## src/rtl/arbiter_pkg.sv

```systemverilog
// Shared types for the round-robin mux arbiter: FSM state, release cause, counter sizing.
// Latency: n/a (types and constant functions only).
// Backpressure: n/a.
package arbiter_pkg;

  typedef enum logic {
    IDLE  = 1'b0,
    GRANT = 1'b1
  } arb_state_t;

  typedef enum logic [1:0] {
    REL_DONE    = 2'd0,
    REL_DROP    = 2'd1,
    REL_TIMEOUT = 2'd2
  } rel_cause_t;

  // Watchdog counter width; at least one bit even when the watchdog is disabled.
  function automatic int cnt_width(input int timeout);
    return (timeout < 1) ? 1 : $clog2(timeout + 1);
  endfunction

endpackage

```

## src/rtl/rr_priority_pick.sv

```systemverilog
// Round-robin winner pick: first set request after i_last, wrapping, i_last itself lowest.
// Latency: purely combinational.
// Backpressure: none; ports i_req[M], i_last[N] -> o_any, o_winner[N].
module rr_priority_pick #(
  parameter int N = 2,
  parameter int M = 1 << N
) (
  input  logic [M-1:0] i_req,
  input  logic [N-1:0] i_last,
  output logic         o_any,
  output logic [N-1:0] o_winner
);

  logic [N-1:0]   w_shift;
  logic [2*M-2:0] w_dbl;
  logic [M-1:0]   w_rot;
  logic [N-1:0]   w_idx;

  // Rotation amount wraps naturally in N bits because M == 2**N.
  assign w_shift = i_last + N'(1);

  // Doubled vector so a variable part-select yields req rotated right by w_shift.
  assign w_dbl = {i_req[M-2:0], i_req};
  assign w_rot = w_dbl[w_shift +: M];

  // Fixed-priority encode: lowest set bit of the rotated vector wins.
  always_comb begin
    w_idx = '0;
    for (int i = M - 1; i >= 0; i--) begin
      if (w_rot[i]) w_idx = N'(i);
    end
  end

  assign o_any    = |i_req;
  assign o_winner = w_idx + w_shift;

endmodule

```

## src/rtl/rr_mux_arbiter.sv

```systemverilog
// Round-robin arbiter owning a gen_mux select; grant held until done, owner drop or watchdog.
// Latency: 1 cycle req->grant; every release passes one idle cycle before the next grant.
// Backpressure: requesters hold req level until served; non-owner requests wait for IDLE.
module rr_mux_arbiter
  import arbiter_pkg::*;
#(
  parameter int N       = 2,
  parameter int TIMEOUT = 16
) (
  input  logic             i_clk,
  input  logic             i_rst_n,
  input  logic [(1<<N)-1:0] i_req,
  input  logic             i_done,
  output logic [(1<<N)-1:0] o_grant,
  output logic [N-1:0]     o_sel,
  output logic             o_busy,
  output logic             o_timeout
);

  localparam int M  = 1 << N;
  localparam int CW = cnt_width(TIMEOUT);
  localparam logic [CW-1:0] LP_CNT_LAST = CW'(TIMEOUT - 1);

  arb_state_t   r_state, w_state_nxt;
  logic [M-1:0] r_grant, w_grant_nxt;
  logic [N-1:0] r_sel, w_sel_nxt;
  logic [N-1:0] r_last, w_last_nxt;
  logic         r_busy, w_busy_nxt;
  logic         r_timeout, w_timeout_nxt;
  logic [CW-1:0] r_count, w_count_nxt;

  logic         w_any;
  logic [N-1:0] w_winner;
  logic         w_release;
  rel_cause_t   w_cause;

  rr_priority_pick #(.N(N), .M(M)) u_pick (
    .i_req    (i_req),
    .i_last   (r_last),
    .o_any    (w_any),
    .o_winner (w_winner)
  );

  // Release evaluation in priority order; r_sel is the owner while in GRANT.
  always_comb begin
    w_release = 1'b1;
    w_cause   = REL_DONE;
    if (i_done) begin
      w_cause = REL_DONE;
    end else if (!i_req[r_sel]) begin
      w_cause = REL_DROP;
    end else if ((TIMEOUT != 0) && (r_count == LP_CNT_LAST)) begin
      w_cause = REL_TIMEOUT;
    end else begin
      w_release = 1'b0;
    end
  end

  // State register plus the registered outputs and bookkeeping.
  always_ff @(posedge i_clk or negedge i_rst_n) begin
    if (!i_rst_n) begin
      r_state   <= IDLE;
      r_grant   <= '0;
      r_sel     <= '0;
      r_last    <= N'(M - 1);
      r_busy    <= 1'b0;
      r_timeout <= 1'b0;
      r_count   <= '0;
    end else begin
      r_state   <= w_state_nxt;
      r_grant   <= w_grant_nxt;
      r_sel     <= w_sel_nxt;
      r_last    <= w_last_nxt;
      r_busy    <= w_busy_nxt;
      r_timeout <= w_timeout_nxt;
      r_count   <= w_count_nxt;
    end
  end

  // Next-state logic.
  always_comb begin
    w_state_nxt = r_state;
    case (r_state)
      IDLE:    if (w_any)     w_state_nxt = GRANT;
      GRANT:   if (w_release) w_state_nxt = IDLE;
      default: w_state_nxt = IDLE;
    endcase
  end

  // Next values of the registered outputs; sel is never touched on release.
  always_comb begin
    w_grant_nxt   = r_grant;
    w_sel_nxt     = r_sel;
    w_last_nxt    = r_last;
    w_busy_nxt    = r_busy;
    w_timeout_nxt = 1'b0;
    w_count_nxt   = r_count;
    case (r_state)
      IDLE: begin
        if (w_any) begin
          w_grant_nxt = M'(1) << w_winner;
          w_sel_nxt   = w_winner;
          w_busy_nxt  = 1'b1;
          w_count_nxt = '0;
        end
      end
      GRANT: begin
        if (w_release) begin
          w_grant_nxt   = '0;
          w_busy_nxt    = 1'b0;
          w_last_nxt    = r_sel;
          w_count_nxt   = '0;
          w_timeout_nxt = (w_cause == REL_TIMEOUT);
        end else if (TIMEOUT != 0) begin
          w_count_nxt = r_count + CW'(1);
        end
      end
      default: begin
        w_grant_nxt = '0;
        w_busy_nxt  = 1'b0;
      end
    endcase
  end

  assign o_grant   = r_grant;
  assign o_sel     = r_sel;
  assign o_busy    = r_busy;
  assign o_timeout = r_timeout;

endmodule
```

## config.mk

```make
export PLATFORM = sky130hd
export DESIGN_NAME = rr_mux_arbiter
export DESIGN_NICKNAME = d
export VERILOG_FILES = /design/src/rtl/arbiter_pkg.sv /design/src/rtl/rr_priority_pick.sv /design/src/rtl/rr_mux_arbiter.sv
export SDC_FILE = /design/constraint.sdc
export NUM_CORES = 1
export LEC_CHECK = 0
export ABC_AREA = 1
export BUFFER_PORTS_ARGS = -buffer_cell sky130_fd_sc_hd__buf_2
export CORE_MARGIN = 5
export CORE_UTILIZATION = 55
export DETAILED_ROUTE_END_ITERATION = 16
export PLACE_DENSITY_LB_ADDON = 0.08
export SKIP_CTS_REPAIR_TIMING = 1
export SLEW_MARGIN = 40
export SYNTH_ARGS = -nofsm -noshare
export SYNTH_HDL_FRONTEND = slang
export SYNTH_SLANG_ARGS = --single-unit
```

## constraint.sdc

```tcl
create_clock -name i_clk -period 2.4 [get_ports i_clk]
set_clock_uncertainty 0.1 [all_clocks]
set_input_delay 0.48 -clock i_clk [delete_from_list [all_inputs] [get_ports i_clk]]
set_output_delay 0.48 -clock i_clk [all_outputs]
set_load 0.005 [all_outputs]
```

-- Yosys cells after proc, flatten, opt, wreduce, memory -nomap -nowiden
Cells that the tools add are included.
- flip-flop bits (word level): 16
- logic and storage cells: 48
- input bits: 7
- output and inout port bits: 8
- mux-type cells: 26
- reduce and logical (&&, ||, !) cells: 4
- bitwise gates (word level): 1
- eq/ne operators: 4
- $lt $le $gt $ge: 1
- add/sub/neg operators: 3
- shift operators: 2
- operators with widths (cell ; number):
    $mux 2 ; 7
    $mux 1 ; 10
    $mux 5 ; 2
    $pmux 5 s2 ; 1
    $mux 4 ; 2
    $pmux 4 s2 ; 1
    $shiftx 7x3->4 ; 1
    $reduce_and 2->1 ; 3
    $add 5x1->5 const B ; 1
    $eq 5x4->1 const B ; 1
    $ne 2x1->1 const B ; 2
    $pmux 1 s2 ; 2
    $reduce_or 4->1 ; 1
    $shl 1x2->4 const A ; 1
    $lt 2x3->1 const B ; 1
    $add 2x1->2 const B ; 1
    $add 2x2->2 ; 1
    $bmux 1 s2 ; 1
    $eq 2x2->1 const B ; 1
    $not 1->1 ; 1

-- Longest topological paths before layout
- word-level depth: 10
- gate-level depth with buffers: 15
- depth with buffers taken out: 14

-- Modules after synthesis
From an unflattened synthesis, not the netlist that was laid out.
- cells, all modules: 149
- area, all modules: 1053.5 um2
- by module, submodules not included (module ; times used ; cells an instance ; seq. area each (um2) ; area an instance (um2)):
    rr_mux_arbiter ; 1 ; 86 ; 402.9 ; 757.0
    rr_priority_pick ; 1 ; 63 ; 0.0 ; 296.5

-- Worst setup path before layout
No wires, ideal clock.
- path type: register to register
- start point: reg r_last[0]
- end point: reg r_grant[2], in the netlist o_grant[2]
- period minus slack after synthesis: 1.987 ns
- library setup time: 0.117 ns
- buffers on the path: 1
- cell stages (with the launch flop): 16
- arrival time: 1.770 ns
- setup slack: 0.413 ns
- data required time: 2.183 ns
- cells stage by stage: dfstp_2 inv_2 buf_6 nand2_2 nand2_4 nand2_2 nand2_2 a31oi_1 nor2_1 ha_1 xor2_1 inv_1 nand2_2 nand2_2 nand2_1 nand2_1
- cells in the longest elaborated chain, start to end: 10
- ends and longest elaborated chain (element ; line ; source):
    from (decl) ; rr_mux_arbiter.sv:27 ; logic [N-1:0] r_last, w_last_nxt;
    from (signal assigned) ; rr_mux_arbiter.sv:65 ; r_last <= N'(M - 1);
    from (signal assigned) ; rr_mux_arbiter.sv:73 ; r_last <= w_last_nxt;
    $add 2x1->2 (*) ; rr_priority_pick.sv:20 ; assign w_shift = i_last + N'(1);
    $shiftx 7x3->4 ; rr_priority_pick.sv:24 ; assign w_rot = w_dbl[w_shift +: M];
    $mux 2 (4 in a row) ; rr_priority_pick.sv:30 ; if (w_rot[i]) w_idx = N'(i);
    $add 2x2->2 (*) ; rr_priority_pick.sv:35 ; assign o_winner = w_idx + w_shift;
    $shl 1x2->4 (*) ; rr_mux_arbiter.sv:101 ; w_grant_nxt = M'(1) << w_winner;
    $mux 4 (*) ; rr_mux_arbiter.sv:100 ; if (w_any) begin
    $pmux 4 s2 (*) ; rr_mux_arbiter.sv:98 ; case (r_state)
    to (signal assigned) ; rr_mux_arbiter.sv:71 ; r_grant <= w_grant_nxt;
    to (decl) ; rr_mux_arbiter.sv:25 ; logic [M-1:0] r_grant, w_grant_nxt;
Mark *: on every way between the ends. The rest lies on a longest branch, timed or not. The select of a mux whose other input is x is not followed.
A chain may end at the register's enable or synchronous reset.

-- Final worst setup path
- start point: reg r_last[0]
- end point: reg r_sel[1], in the netlist o_sel[1]
- cells in the longest elaborated chain, start to end: 7
- ends and longest elaborated chain (element ; line ; source):
    $add 2x1->2 (*) ; rr_priority_pick.sv:20 ;
    $shiftx 7x3->4 ; rr_priority_pick.sv:24 ;
    $mux 2 (4 in a row) ; rr_priority_pick.sv:30 ;
    $add 2x2->2 (*) ; rr_priority_pick.sv:35 ;
    to (signal assigned) ; rr_mux_arbiter.sv:72 ; r_sel <= w_sel_nxt;
    to (decl) ; rr_mux_arbiter.sv:26 ; logic [N-1:0] r_sel, w_sel_nxt;
Mark *: on every way between the ends. The rest lies on a longest branch, timed or not.

==> results.md <==
- Largest net degree at the start of global routing: 17
- DIE WIDTH: between 50 and 60 um
- Drt pass-1 iters: 4
- Synth area leader: dfrtp_1
- Post-layout util: approximately two thirds
- Synth top area share: approximately 35%
- #FFs+latches synth: 16
- Setup tns final: 0 ns
- GRT Total Usage: roughly 18%
- Slowest-stage cell, CP: dfstp_2
- CP Data Arrival Time: approximately 2.3 ns
- Final Hold Viols: 0
- Starting Density: around three fifths
- Clk slew on worst S/H paths: around 0.090 ns
- H-tree depth: 1
- Crit-path max FO: 11
- Total Wirelength: around 2.2 mm
- Warnings, synthesis: 0
- Pwr/cell area: approximately 1400 nW/um2
- Post-route minimum period: 2.22 ns
- Mapped Area: 1010 um2
- DRT antenna net count: 0
- Clk_lat worst skew: roughly 0.28 ns
- DRC Markers: 0
- Peak VDD IR: ~820 uV
- Switching share of power: about half
- DRT iter0 DRCs: 26
- Post-synthesis cell count: between 100 and 150
- Sink Count: 16
- Die ar.: 2800 um2
- Post-Syn Area per Cell: between 7 and 8 um2
- Area of the multi-input gates: ~550 um2
- Crit path buf inv count: 3
- # setup viols final: 0
- CTS tree: built
- RSZ-0062 raised after global routing: false
- Final max-slew violation count: 0
- Row cnt: 15
- Comb power frac: 61.6%
- Critical setup path kind: register to register
- Dpl hpwl: around 1.6 mm
- CP Launch Type: register
- Antenna Cells: 0
- CP top delay family: simple AND/OR/NAND/NOR gates
- Flop pwr share: 28.1%
- I/O Buffers: 14
- Gp weighted congestion: between 0.7 and 0.8
- Crit path cell chain: inv_4 > nand2_1 > nand2_2 > buf_4 > nand2_1 > nand2_2 > nor2_1 > ha_2 > xor2_2 > inv_1 > nand2_2 > nand2_2 > nand2_1 > nand2_1
- Vias in the first global route: just over 900
- CP Data Required Time: 2.47 ns
- Final worst path period share: between 90% and 100%
- CP peak stage delay: 0.64 ns
- Via count: 940
- Internal power: 0.000855 W
- Avg WL per Cell: 11.7 um
- Final nets: 174
- Top-Level Pins: 15
- Clock Power Share: 10.3%
- Max-cap violations: 0
- Place WS: between 0.09 and 0.1 ns
- Synth area leaders: dfrtp_1, nand2_1, nand2_2
- Outcome: completed
- Leakage power: 0.658 nW
- Clk root buf: clkbuf_4
- Syn-to-layout area delta: 17.6%
- Syn nets: approximately 150
- Hold Crit Class: input port to register
- Seq/Total Area, Yosys: roughly two fifths
- DR vias/cell: roughly 5.0
- Global-route wire length before repair: about 3.8 mm
- Core area: around 1700 um2
- Slew HR: between 70 and 80%
- Netlist cell types: 23
- Initial antenna violation count: 0
- Total gr overflow: 0
- Share of cells above drive strength 1: 27.0%
- CTS buffer count: 3
- Register area: slightly above 400 um2
- Tightest Pin Transition: 0.344 ns
- Max clock buf depth: 2
- Die H: 53.0 um
- Fmax achieved: roughly 450 MHz
- Critical Path End Type: register
- Fillers: roughly 170
- Slack of the critical path: 0.175 ns
- Switch Pwr: a little under 0.0008 W
## layout by cell type (no fill, tap or decap)
cell,synthesis,layout
xnor2_1,1,1
nand2_4,1,1
inv_1,13,13
a21oi_1,2,2
clkbuf_8,0,1
nand3_2,1,1
nand3_1,10,10
clkbuf_4,0,3
nand4_1,2,2
o21ai_0,6,6
xor2_2,0,1
ha_2,0,1
buf_4,1,5
dfstp_2,2,2
ha_1,3,2
inv_4,0,1
nand2_1,57,57
inv_2,2,1
o211ai_1,1,1
nor2_1,6,6
dlygate4sd3_1,0,1
buf_2,0,14
nand2_2,12,12
o21a_1,1,1
dfrtp_1,14,14
xor2_1,2,1
o21ai_1,1,1
a31oi_1,1,1
nor2_4,1,1
## cell families (layout without fill, tap and decap cells)
family	count (synthesis)	in the layout	share of synthesized area [%]
simple gates	90	90	40.1
buf+inv	17	39	7.40
flops	16	16	39.7
compound gates	12	12	6.54
fa+ha+maj	3	3	3.70
xor+xnor	3	3	2.59
## routing by layer
metal	routed length (um)	GRT usage (%)	share of wire, %	vias to the layer above
li1	-	-	-	484
met3	79	2.25	3.6	2
met5	0	0	0	-
met4	15	5.53	0.68	0
met1	985	23.7	45	437
met2	1120	30.4	51	17
## power by group through the flow
stage	Sequential (W)	Combinational (W)	Clock, W
2_1_floorplan	0.000439	0.000751	0
3_3_place_gp	0.000464	0.000875	0
5_1_grt	0.000472	0.00117	0.000195
3_5_place_dp	0.000470	0.000898	0
6_report	0.000463	0.00101	0.000169
4_1_cts	0.000466	0.000912	0.000176
## registers in the layout, indices dropped and copies added, names as in the netlist
register,count
o_busy,1
o_grant,4
o_sel,2
o_timeout,1
r_count,5
r_last,2
r_state,1
## cell type report
cell class,instances,area share (%)
multi-input combinational,108,45.8
sequential,16,33.8
timing repair buffer,20,9.85
inverter,15,4.93
clock buffer,4,3.04
tap,25,2.62
## stage by stage
step | area (um2) | total power [W] | instances | hold slack [ns]
2_1_floorplan | 1010 | 0.00119 | 141 | 0.0844
3_3_place_gp | 1100 | 0.00134 | 178 | 0.305
3_5_place_dp | 1100 | 0.00137 | 178 | 0.305
4_1_cts | 1130 | 0.00155 | 182 | -0.00258
5_1_grt | 1190 | 0.00183 | 188 | 0.367
6_report | 1190 | 0.00165 | 188 | 0.375
## path summary, 6_finish.rpt
path | startpoint | to | slack [ns] | cells after the start
max in group asynchronous | i_rst_n | r_last[1] | 1.36 | 2
hold / removal | i_done | o_timeout | 0.38 | 4
hold reg to reg | o_busy | o_busy | 0.40 | 1
setup / recovery | r_last[0] | o_sel[1] | 0.18 | 14
setup reg to reg | r_last[0] | o_sel[1] | 0.18 | 14
min in group asynchronous | i_rst_n | r_count[2] | 0.54 | 2
## synthesized netlist by cell type, drive strengths merged
cell type and number:
nand4 2, ha 3, o21a 1, xor2 2, buf 2, nor2 7, a21oi 2, dfstp 2
o21ai 7, nand3 11, o211ai 1, xnor2 1, a31oi 1, nand2 70, dfrtp 14, inv 15
## tightest hold or removal path: stages
cell	delay, ns
buf_2	0.08
inv_1	0.05
nand3_1	0.08
nor2_1	0.04
(Power assumes the default switching activity.)
